$ cat config.mk
export PLATFORM = sky130hd
export DESIGN_NAME = div_expect
export DESIGN_NICKNAME = d
export VERILOG_FILES = /design/src/rtl/div_pkg.sv /design/src/rtl/div_expect.sv
export SDC_FILE = /design/constraint.sdc
export NUM_CORES = 1
export LEC_CHECK = 0
export CORE_MARGIN = 1
export CORE_UTILIZATION = 30
export DETAILED_ROUTE_END_ITERATION = 6
export PLACE_DENSITY = 0.59
export SLEW_MARGIN = 25
export SYNTH_ARGS = -nofsm -noshare
export SYNTH_HDL_FRONTEND = slang
export SYNTH_SLANG_ARGS = --single-unit
$ cat constraint.sdc
create_clock -name vclk -period 14.2
set_input_delay 2.84 -clock vclk [all_inputs]
set_output_delay 2.84 -clock vclk [all_outputs]
set_load 0.01 [all_outputs]
$ cat src/rtl/div_pkg.sv
// Shared constants and state encoding for the divider sweep checker.
package div_pkg;

  // Default operand / result widths of the divider under test.
  localparam int XW_DEF = 4;
  localparam int YW_DEF = 2;
  localparam int QW_DEF = 3;
  localparam int RW_DEF = 3;

  // Sweep sequencer states.
  typedef enum logic [1:0] {
    IDLE   = 2'd0,
    SETTLE = 2'd1,
    CHECK  = 2'd2,
    FIN    = 2'd3
  } state_t;

  function automatic int max2(input int a, input int b);
    return (a > b) ? a : b;
  endfunction

  // 8-bit counter increment that sticks at 255.
  function automatic logic [7:0] sat_inc8(input logic [7:0] v);
    return (v == 8'hFF) ? v : v + 8'd1;
  endfunction

endpackage

$ cat src/rtl/div_expect.sv
// Reference quotient/remainder for one operand pair, plus the decision
// whether the true quotient fits in the array's QW-bit result.
module div_expect
  import div_pkg::*;
#(
  parameter int XW = XW_DEF,
  parameter int YW = YW_DEF,
  parameter int QW = QW_DEF
) (
  input  logic [XW-1:0] x,
  input  logic [YW-1:0] y,
  output logic [XW-1:0] e_q,
  output logic [YW-1:0] e_r,
  output logic          ovf
);

  // Common width so divisor wider than dividend is still exact.
  localparam int DW = max2(XW, YW);
  // One spare bit so QMAX never truncates even when QW >= XW.
  localparam int OW = max2(XW, QW) + 1;
  localparam logic [OW-1:0] QMAX = OW'((64'd1 << QW) - 64'd1);

  logic [DW-1:0] xe, ye;

  assign xe = DW'(x);
  assign ye = DW'(y);

  // Full-width divide; a zero divisor is never swept but is guarded anyway.
  always_comb begin
    e_q = '0;
    e_r = '0;
    if (ye != '0) begin
      e_q = XW'(xe / ye);
      e_r = YW'(xe % ye);
    end
    ovf = (OW'(e_q) > QMAX);
  end

endmodule

* Yosys cells after proc, flatten, opt, wreduce, memory -nomap -nowiden
Cells that the tools add are included.
Operators by class: div/mod/pow operators 2, magnitude comparators 1, mux-type cells 2, reduce and logical (&&, ||, !) cells 1
Operators by type and width (number):
- 4-bit by 2-bit divider with 4-bit output | 1
- 4-bit by 3-bit greater-than comparator with 1-bit output (second input constant) | 1
- 4-bit by 2-bit modulo with 4-bit output | 1
- 4-bit 2-to-1 mux | 1
- 4-bit nonzero test | 1
- 2-bit 2-to-1 mux | 1
Word-level totals: register bits after elaboration 0, bits of input ports 6, output and inout port bits 7, word-level logic and storage cells 6

* Logic depth before layout (Yosys ltp)
depth in word-level cells 3, gate-level depth with buffers 17, gate-level depth less buffers 17

* Worst setup path after synthesis
No wires, ideal clock.
path type input to output, from in y[0], to out e_r[1], arrival time 6.069 ns, data required time 11.360 ns, slack 5.291 ns, cell stages on the path 17, path buffers 0, cells stage by stage inv_1 > ha_1 > nor2b_2 > nor2_1 > a21oi_1 > ha_1 > a211oi_1 > nor2_1 > ha_1 > o21a_1 > or2_2 > a211o_2 > o21a_1 > inv_1 > fa_1 > or2_2 > mux2i_1
Between the ends: longest elaborated chain between the ends 2, elaborated cells between the ends (all ways) 3, those cells by class div: 1; mux: 1; reduce/logical: 1
Ends and longest elaborated chain:
- start, declared | line div_expect.sv:11 | input logic [YW-1:0] y,
- 4-bit by 2-bit modulo with 4-bit output / 4-bit nonzero test (equally long branches) | line div_expect.sv:34, div_expect.sv:32
- 2-bit 2-to-1 mux * | line div_expect.sv:32 | if (ye != '0) begin
- end, declared | line div_expect.sv:13 | output logic [YW-1:0] e_r,
Every way passes the cells marked *; elsewhere a longest branch is shown, timed or not.

* Final worst setup path
Ends and elaborated chain as after synthesis.

==> impl_metrics.ini <==
[drt]
route.vias.total = 384
drt_iter0_drc = 8
drc = 0
wl_microns = 798
viasPerCell = 4.99
wl_met1_microns = 450
firstDrtPassIters = 4
ant_nets = 0
wl_met3_microns = 20
dr_wl_met2_microns = 326
highest_layer = met3
wl_per_cell_microns = 10.4

[final_layout]
antenna_cells = 0
fin_area_sq_um = 536
seq_area_sq_um = 0
final_nets = 80
final_common_cell = clkdlybuf4s50_1
multi_input_area_sq_um = 365
fill_cells = 116
final_layout_size_suffix_gt1_share_pct = 12.7
layout_common_cells = clkdlybuf4s50_1, nor2_1, ha_1
nClkBuffers = 0
seq_cell_count = 0
syn_to_final_growth_pct = 35.4

[sta]
hold_viol_final = 0
rsz0062_at_grt = no
slew_violations = 0
finalSetupViolCount = 0
period_share_pct = 72.2
worstMarginPinSlew_ps = 352
fmax_ghz = 0.0975
worst_slew_margin_rel_pct = 76.3
setup-tns-final_ps = 0
min_period_ps = 10250

[worst_setup_path]
cp-end-kind = primary output
crit_type = primary input to primary output
crit_path_max_incr_delay_ps = 580
cp-start-kind = primary input
path_buf_inv = 4
crit_arrival_ps = 7410
required_ps = 11360
critPathMaxFanout = 6
path_common_cell = ha_1
crit_family = buffers and inverters
slowest_stage = clkdlybuf4s50_1
path_cells = clkdlybuf4s50_1 -> inv_1 -> ha_1 -> nor2b_2 -> nor2_1 -> a21oi_1 -> ha_1 -> a211oi_1 -> nor2_1 -> ha_1 -> o21a_1 -> or2_2 -> a211o_2 -> o21a_1 -> inv_1 -> fa_1 -> or2_2 -> mux2i_1 -> clkdlybuf4s50_1

[clock_tree]
cts_resized = 0
cts_hold_buf = 0
post-cts-setup-buffers = 0

[placed_design]
portBuffers = 13
placed_area_sq_um = 536
gp_congestion = 0.726
dpl.hpwl_microns = 684

[die]
fp.dieArea_sq_um = 1470
dieWidth_microns = 38.3
die_height_microns = 38.3
row_count = 12
ios = 13
core_area_sq_um = 1170
initial_core_util_pct = 33.8

[logic_synthesis]
synth.avg_cell_area_sq_um = 7.75
syn_inst = 51
synth_cell_types = 25
ys_warn_count = 0
syn-cell-area_sq_um = 395
syn_nets = 66
yosysSeqAreaShare_pct = 0

[global_routing]
groute.usage.overall_pct = 11.5
grt_pass1_vias = 310
grt_pass1_wl_microns = 1270
antenna_found_initial = 0
grt_max_degree = 9
globalRouteOverflowTotal = 0

[outcome]
outcome = completed

[run]
cap_violations = 0

[hold_path]
hold_path.class = primary input to primary output

[pwr]
powerDensity_nw_per_um2 = 60.1
ir_drop_uv = 21.4
p_leak_nw = 0.240
[metal layers]
layer	track usage (%)	vias up
met3	0	0
met5	0	-
met1	17.7	168
met4	0	0
li1	-	210
met2	18.6	6
[power breakdown]
group / switching, mW / internal [mW] / total (mW) / leakage, nW
Clock: 0 / 0 / 0 / 0
Combinational: 0.0149 / 0.0173 / 0.0322 / 0.240
Sequential: 0 / 0 / 0 / 0
[stage by stage]
| stage | power [mW] | worst slack (ps) | hold WS (ps) | util, % | cells |
|---|---|---|---|---|---|
| 3_3_place_gp | 0.0325 | 3910 | 6720 | 45.7 | 77 |
| 5_1_grt | 0.0359 | 3610 | 6770 | 45.7 | 77 |
| 2_1_floorplan | 0.0206 | 5290 | 5740 | - | 51 |
| 3_5_place_dp | 0.0322 | 3940 | 6720 | 45.7 | 77 |
| 4_1_cts | 0.0324 | 3930 | 6720 | 45.7 | 77 |
| 6_report | 0.0322 | 3950 | 6720 | 45.7 | 77 |
[cell usage after synthesis]
master    instances  area [sq um]
ha_1              8           100
nor2_1            8          30.0
inv_1             6          22.5
o21a_1            4          30.0
or2_2             3          18.8
a21oi_1           2          10.0
mux2i_1           2          20.0
a211o_2           1          10.0
a211oi_1          1          7.51
a221oi_2          1          15.0
buf_4             1          7.51
fa_1              1          20.0
nand2_1           1          3.75
nor2b_2           1          8.76
nor3_1            1          5.00
nor3_2            1          10.0
nor3b_1           1          7.51
nor4_1            1          6.26
nor4b_1           1          8.76
nor4bb_1          1          10.0
o211a_1           1          10.0
o21ai_0           1          5.00
o221ai_1          1          8.76
or3_4             1          11.3
xnor2_1           1          8.76
[worst paths after layout]
path                  startpoint     end  slack, ps  depth (start not counted)
worst max-delay path        y[0]  e_r[1]       3950                         19
worst min-delay path        x[0]  e_r[0]       6720                          4
[layout make-up]
| class | count | share of cell area [%] |
|---|---|---|
| Inverter | 6 | 4.21 |
| Multi-Input combinational cell | 44 | 68.2 |
| Timing Repair Buffer | 13 | 24.3 |
| Tap cell | 14 | 3.27 |
[cells by family after synthesis]
group / Yosys count / synth area share (%)
AND/OR/NAND/NOR: 20 / 30.4
AO/OA/AOI/OAI: 12 / 24.4
adder cells (fa/ha/maj): 9 / 30.4
buffers and inverters: 7 / 7.60
multiplexers: 2 / 5.06
XOR/XNOR: 1 / 2.22
Power figures use the tool's default switching activity.
